<file path="config.mk">
export PLATFORM = sky130hd
export DESIGN_NAME = pc_fetch_unit
export DESIGN_NICKNAME = d
export VERILOG_FILES = /design/src/rtl/pc_fetch_unit.sv
export SDC_FILE = /design/constraint.sdc
export NUM_CORES = 1
export LEC_CHECK = 0
export CORE_ASPECT_RATIO = 2
export CORE_UTILIZATION = 59
export DETAILED_ROUTE_END_ITERATION = 8
export GPL_TIMING_DRIVEN = 1
export HOLD_SLACK_MARGIN = 0.08
export PLACE_DENSITY_LB_ADDON = 0.1
export SLEW_MARGIN = 30
export SYNTH_ARGS = -nofsm -noshare
export SYNTH_HDL_FRONTEND = slang
export SYNTH_SLANG_ARGS = --single-unit
</file>
<file path="constraint.sdc">
create_clock -name clk -period 6.9 [get_ports clk]
set_clock_uncertainty 0.2 [all_clocks]
set_input_delay 1.035 -clock clk [delete_from_list [all_inputs] [get_ports clk]]
set_output_delay 1.035 -clock clk [all_outputs]
set_load 0.01 [all_outputs]
</file>
<file path="src/rtl/pc_fetch_unit.sv">
// ---------------------------------------------------------------------------
// pc_fetch_unit
//
// Instruction fetch front end. Generates sequential word-aligned fetch
// addresses, tracks requests that have been accepted by instruction memory
// but not yet answered, and buffers returned instructions (with their PCs)
// in a small in-order prefetch queue for the decode stage.
//
// A jump redirects fetch to a new target. It flushes the queue and arranges
// for every response still owed by memory for the old path to be discarded.
//
// Parameters
//   XLEN        width of PCs and addresses
//   DEPTH       prefetch queue entries (power of two, at least 2)
//   RESET_ADDR  fetch address after reset (word aligned)
//
// Ports
//   clk, reset                 clock and asynchronous active-high reset
//   enable                     permits new fetch requests
//   jump, pc_imm               redirect request and its target
//   imem_req_valid/ready/addr  request channel to instruction memory
//   imem_rsp_valid/data        in-order response channel (no back-pressure)
//   instr_valid/ready          queue head handshake towards the consumer
//   instr, instr_pc            queue head instruction and its PC
//   pc_current                 address of the next request to issue
// ---------------------------------------------------------------------------
module pc_fetch_unit #(
    parameter int              XLEN       = 32,
    parameter int              DEPTH      = 4,
    parameter logic [XLEN-1:0] RESET_ADDR = '0
) (
    input  logic            clk,
    input  logic            reset,
    input  logic            enable,
    input  logic            jump,
    input  logic [XLEN-1:0] pc_imm,
    output logic            imem_req_valid,
    input  logic            imem_req_ready,
    output logic [XLEN-1:0] imem_req_addr,
    input  logic            imem_rsp_valid,
    input  logic [31:0]     imem_rsp_data,
    output logic            instr_valid,
    input  logic            instr_ready,
    output logic [31:0]     instr,
    output logic [XLEN-1:0] instr_pc,
    output logic [XLEN-1:0] pc_current
);

    localparam int              PTR_W     = $clog2(DEPTH);
    localparam int              CNT_W     = PTR_W + 1;
    localparam logic [CNT_W:0]  OCC_LIMIT = (CNT_W + 1)'(DEPTH);

    typedef enum logic {
        IDLE  = 1'b0,
        FETCH = 1'b1
    } state_t;

    state_t            state;
    state_t            state_next;

    logic [XLEN-1:0]   fetch_pc;
    logic [XLEN-1:0]   resp_pc;
    logic [XLEN-1:0]   jump_target;

    logic [CNT_W-1:0]  inflight;
    logic [CNT_W-1:0]  drop_cnt;
    logic [CNT_W-1:0]  count;
    logic [PTR_W-1:0]  head;
    logic [PTR_W-1:0]  tail;

    logic [31:0]       q_data [DEPTH];
    logic [XLEN-1:0]   q_pc   [DEPTH];

    logic [CNT_W:0]    occupancy;
    logic              credit_ok;
    logic              req_fire;
    logic              rsp_take;
    logic              rsp_push;
    logic              pop;

    // Every outstanding request reserves a queue slot, so a response can
    // always be pushed and no overflow handling is needed.
    assign occupancy   = {1'b0, inflight} + {1'b0, count};
    assign credit_ok   = occupancy < OCC_LIMIT;

    // Masking keeps the low bits of the target in the expression while
    // forcing word alignment.
    assign jump_target = pc_imm & ~(XLEN'(3));

    assign req_fire    = imem_req_valid && imem_req_ready;

    // A response with nothing outstanding cannot belong to any request of
    // ours and is ignored entirely.
    assign rsp_take    = imem_rsp_valid && (inflight != '0);

    // Responses owed to the pre-jump path, and any arriving in the jump
    // cycle itself, are consumed without being queued.
    assign rsp_push    = rsp_take && !jump && (drop_cnt == '0);

    assign pop         = instr_valid && instr_ready;

    // State register.
    always_ff @(posedge clk or posedge reset) begin
        if (reset) begin
            state <= IDLE;
        end else begin
            state <= state_next;
        end
    end

    // Next-state logic: enable alone moves between idle and fetching; jump
    // never changes the state.
    always_comb begin
        state_next = state;
        case (state)
            IDLE:    if (enable)  state_next = FETCH;
            FETCH:   if (!enable) state_next = IDLE;
            default: state_next = IDLE;
        endcase
    end

    // Output logic: requests are suppressed during a jump so the old
    // fetch_pc is never sent once a redirect is known.
    always_comb begin
        imem_req_valid = 1'b0;
        if ((state == FETCH) && !jump && credit_ok) begin
            imem_req_valid = 1'b1;
        end
    end

    // Fetch/response PCs, outstanding-request bookkeeping and queue
    // pointers. A jump resets the queue and converts everything still
    // outstanding (minus a response arriving right now) into drops.
    always_ff @(posedge clk or posedge reset) begin
        if (reset) begin
            fetch_pc <= RESET_ADDR;
            resp_pc  <= RESET_ADDR;
            inflight <= '0;
            drop_cnt <= '0;
            count    <= '0;
            head     <= '0;
            tail     <= '0;
        end else if (jump) begin
            fetch_pc <= jump_target;
            resp_pc  <= jump_target;
            count    <= '0;
            head     <= '0;
            tail     <= '0;
            drop_cnt <= inflight - CNT_W'(rsp_take);
            inflight <= inflight - CNT_W'(rsp_take);
        end else begin
            if (req_fire) begin
                fetch_pc <= fetch_pc + XLEN'(4);
            end

            if (rsp_push) begin
                resp_pc <= resp_pc + XLEN'(4);
                tail    <= tail + PTR_W'(1);
            end

            if (pop) begin
                head <= head + PTR_W'(1);
            end

            if (rsp_take && (drop_cnt != '0)) begin
                drop_cnt <= drop_cnt - CNT_W'(1);
            end

            case ({req_fire, rsp_take})
                2'b10:   inflight <= inflight + CNT_W'(1);
                2'b01:   inflight <= inflight - CNT_W'(1);
                default: inflight <= inflight;
            endcase

            case ({rsp_push, pop})
                2'b10:   count <= count + CNT_W'(1);
                2'b01:   count <= count - CNT_W'(1);
                default: count <= count;
            endcase
        end
    end

    // Queue storage needs no reset: entries are only visible while count
    // says they are valid.
    always_ff @(posedge clk) begin
        if (rsp_push) begin
            q_data[tail] <= imem_rsp_data;
            q_pc[tail]   <= resp_pc;
        end
    end

    // Head outputs read as zero whenever the queue is empty, which also
    // gives the required zero values during reset.
    always_comb begin
        instr_valid = (count != '0);
        instr       = '0;
        instr_pc    = '0;
        if (instr_valid) begin
            instr    = q_data[head];
            instr_pc = q_pc[head];
        end
    end

    assign imem_req_addr = fetch_pc;
    assign pc_current    = fetch_pc;

endmodule
</file>
==> impl_metrics.json <==
{
  "routedWlPerCell_microns": 20.7,
  "grt_setup_unrepaired": "no",
  "tritoncts_num_sinks": 322,
  "globalplace.congestion": 0.825,
  "max-cap-violations": 0,
  "synthDistinctLibCells": 53,
  "met1_length_microns": 10700,
  "worst_path_max_delay_cell": "dfrtp_4",
  "grt_start_max_net_pins": 69,
  "synth_top_cell_by_area": "edfxtp_1",
  "setup.worst_path.start_class": "register",
  "routed-via-count": 8087,
  "grt_first_pass_wirelength_microns": 44100,
  "drt_pass1_iterations": 5,
  "n_antenna_cell": 0,
  "fmaxAchievable_mhz": 237,
  "num-fill-cells": 1534,
  "route.top_layer_used": "met4",
  "clkLatencyLatePin_ns": 0.54,
  "postSynth.asyncResetShare_pct": 23.0,
  "maximum_fanout_along_the_worst_path": 24,
  "worst-endpoint-required_ns": 5.66,
  "stdcell_count": 1364,
  "arr_time_crit_path_ns": 2.98,
  "postSynthAreaPerCell_sq_um": 15.6,
  "synthMostInstantiatedCell": "edfxtp_1",
  "critical_path.reg2reg.startpoint": "drop_cnt[0]",
  "postRouteWirelength_microns": 28200,
  "start_util_pct": 60.2,
  "io_pins": 201,
  "cts_tree": "done",
  "synth.cells.most_frequent": "edfxtp_1, dfrtp_1, and2_1",
  "power_leakage_nw": 5.72,
  "hp-class": "reg2reg",
  "hold_viol_final": 0,
  "max-slew-margin-rel_pct": 37.6,
  "cp-end-kind": "primary output",
  "worst_slack_ns": 2.68,
  "post-synth-top-area-fraction_pct": 53.3,
  "count_of_endpoints_failing_setup_in_the_final_report": 0,
  "synth-edff-count": 248,
  "finalWorstPathRequiredPeriod_ns": 4.22,
  "root_buffer": "clkbuf_16",
  "core_area_sq_mm": 0.0232,
  "final_cycle_utilization_of_the_critical_path_pct": 61.1,
  "irDropWorstVdd_mv": 0.271,
  "syn2layout_area_growth_pct": 20.4,
  "synth_sequential_area_ratio_pct": 66.5,
  "synthesis.area_sq_mm": 0.0140,
  "detail_route.drc_violations": 0,
  "clk_path_buf_depth": 3,
  "postSynth.topFlopCell": "edfxtp_1",
  "cp-startpoint": "head[0]",
  "initialDrtViolationCount": 432,
  "ys_ff_latch": 322,
  "totalNegativeSetupSlack_ns": 0,
  "track_usage_pct": 23.4,
  "outcome": "completed",
  "met2RoutedLength_microns": 15200,
  "cts_buffers": 27,
  "dpl.hpwl_microns": 18000,
  "fp.dieArea_sq_mm": 0.0244,
  "r2r_setup_slack_ns": 3.08,
  "pwr_dens_mw_per_mm2": 335,
  "antenna_found_initial": 0,
  "critical_setup_path_kind": "reg2out",
  "dpl.cell_count": 1314,
  "synth_top_cells_by_area": "edfxtp_1, dfrtp_1, mux4_2",
  "route.detailed.vias_per_inst": 5.93,
  "die_w_microns": 111,
  "fin_nets": 1146,
  "cts.htree.levels": 1,
  "vias_in_the_first_global_route": 8197,
  "die_height_microns": 220,
  "drive_gt1_share_pct": 14.1,
  "critical_path_s_largest_stage_delay_ns": 0.73,
  "cts-hold-fix-buffers": 0,
  "floorplan.rows": 79,
  "post_cts_resized": 0,
  "io_buffer_count": 192,
  "worst_setup_hold_path_clk_slew_ns": 0.07,
  "worstRegToRegCells": 6,
  "antenna_left": 0,
  "synth-warning-count": 0,
  "setup.worst_path.end": "instr[29]",
  "timing.critical_path.cells": "buf_4, mux4_2, and2_1, clkdlybuf4s50_1",
  "postCtsSetupBuffers": 0,
  "postSynthCellCount": 897,
  "worst_r2r_endpoint": "q_pc[0][2]",
  "pre_cts_ws_ns": 2.36,
  "tightestPinTransition_ns": 0.936,
  "met3_routed_wirelength_microns": 1210,
  "globalRouteOverflowTotal": 0,
  "report.final.slew_viol_count": 0
}
==> worst max-delay path: cells and delay by family, from the launching register on <==
kind | cells | cell delay (ns)
buf+inv | 2 | 0.94
flops | 1 | 0.73
mux | 1 | 0.57
simple gates | 1 | 0.17
==> cell families after synthesis <==
kind of cell,Yosys count,synth area share (%)
buffers and inverters,90,3.54
other,1,0.0268
DFF,322,66.5
adders and majority gates,14,1.36
xor gates and xnor gates,47,2.94
muxes,75,11.0
and+or+nand+nor,257,10.5
AOI/OAI and AO/OA,91,4.13
==> through the flow <==
step | hold slack (ns) | total power [mW] | cell area (sq um) | util (%)
after detailed placement | 0.346 | 4.21 | 15900 | 68.6
after CTS | 0.362 | 5.71 | 16800 | 72.4
final | 0.358 | 5.65 | 16800 | 72.5
after global placement | 0.323 | 4.18 | 15900 | 68.6
after floorplan | 0.276 | 3.40 | 14000 | -
after global routing | 0.370 | 5.92 | 16800 | 72.5
==> cell usage in the layout (no fill, tap or decap), types with 3 or more instances in the layout <==
| cell type | instances |
|---|---|
| nand2_1 | 59 |
| conb_1 | 6 |
| and3_1 | 10 |
| o211ai_1 | 5 |
| and2_1 | 68 |
| buf_4 | 11 |
| dfrtp_1 | 72 |
| nand4_1 | 29 |
| and4_1 | 5 |
| a31o_2 | 3 |
| mux4_2 | 62 |
| nor2_1 | 23 |
| o311ai_0 | 9 |
| a21oi_1 | 13 |
| clkinv_1 | 5 |
| clkinv_2 | 4 |
| nor3_1 | 14 |
| clkdlybuf4s50_1 | 191 |
| xor2_1 | 28 |
| ha_1 | 12 |
| a31oi_1 | 5 |
| clkbuf_16 | 28 |
| o21ai_0 | 44 |
| inv_1 | 13 |
| nand2b_1 | 5 |
| edfxtp_1 | 248 |
| a21boi_0 | 4 |
| and3_2 | 5 |
| clkbuf_1 | 5 |
| nor4_4 | 3 |
| xnor2_1 | 19 |
| nand3_1 | 22 |
| mux2_2 | 10 |
==> sequential cells by signal, indices dropped and copies added, names as in the netlist <==
register,cells
imem_req_addr,30
tail,2
state,1
q_pc,120
count,3
inflight,3
head,2
drop_cnt,3
q_data,128
resp_pc,30
==> report_power, final <==
group | total, mW | internal (mW) | switching, mW | leakage, nW
Combinational | 1.76 | 0.985 | 0.777 | 2.16
Clock | 1.50 | 0.840 | 0.663 | 0.426
Sequential | 2.38 | 2.22 | 0.166 | 3.13
==> metal layers <==
layer | track usage [%] | vias up
met1 | 27.5 | 4047
met3 | 2.37 | 59
li1 | - | 3715
met2 | 43.4 | 266
met5 | 0 | -
met4 | 10.0 | 0
==> worst min path at each step <==
stage	start	to	slack, ns	cells past startpoint
6_report	resp_pc[21]	q_pc[2][21]	0.36	0
5_1_grt	resp_pc[21]	q_pc[2][21]	0.37	0
4_1_cts	resp_pc[21]	q_pc[1][21]	0.36	0
3_5_place_dp	resp_pc[21]	q_pc[2][21]	0.35	0
3_3_place_gp	resp_pc[21]	q_pc[2][21]	0.32	0
2_1_floorplan	resp_pc[21]	q_pc[0][21]	0.28	0
==> cell type report <==
cell class | count | area (sq um) | area share (%)
clock inverters | 14 | 124 | 0.736
well taps | 283 | 354 | 2.10
flip-flops and latches | 322 | 9300 | 55.3
inverters | 15 | 56.3 | 0.334
repair buffers | 205 | 2030 | 12.1
clock buffers | 35 | 747 | 4.44
multi-input cells | 490 | 4220 | 25.1
Note: power is estimated with default switching activity, not from simulation.
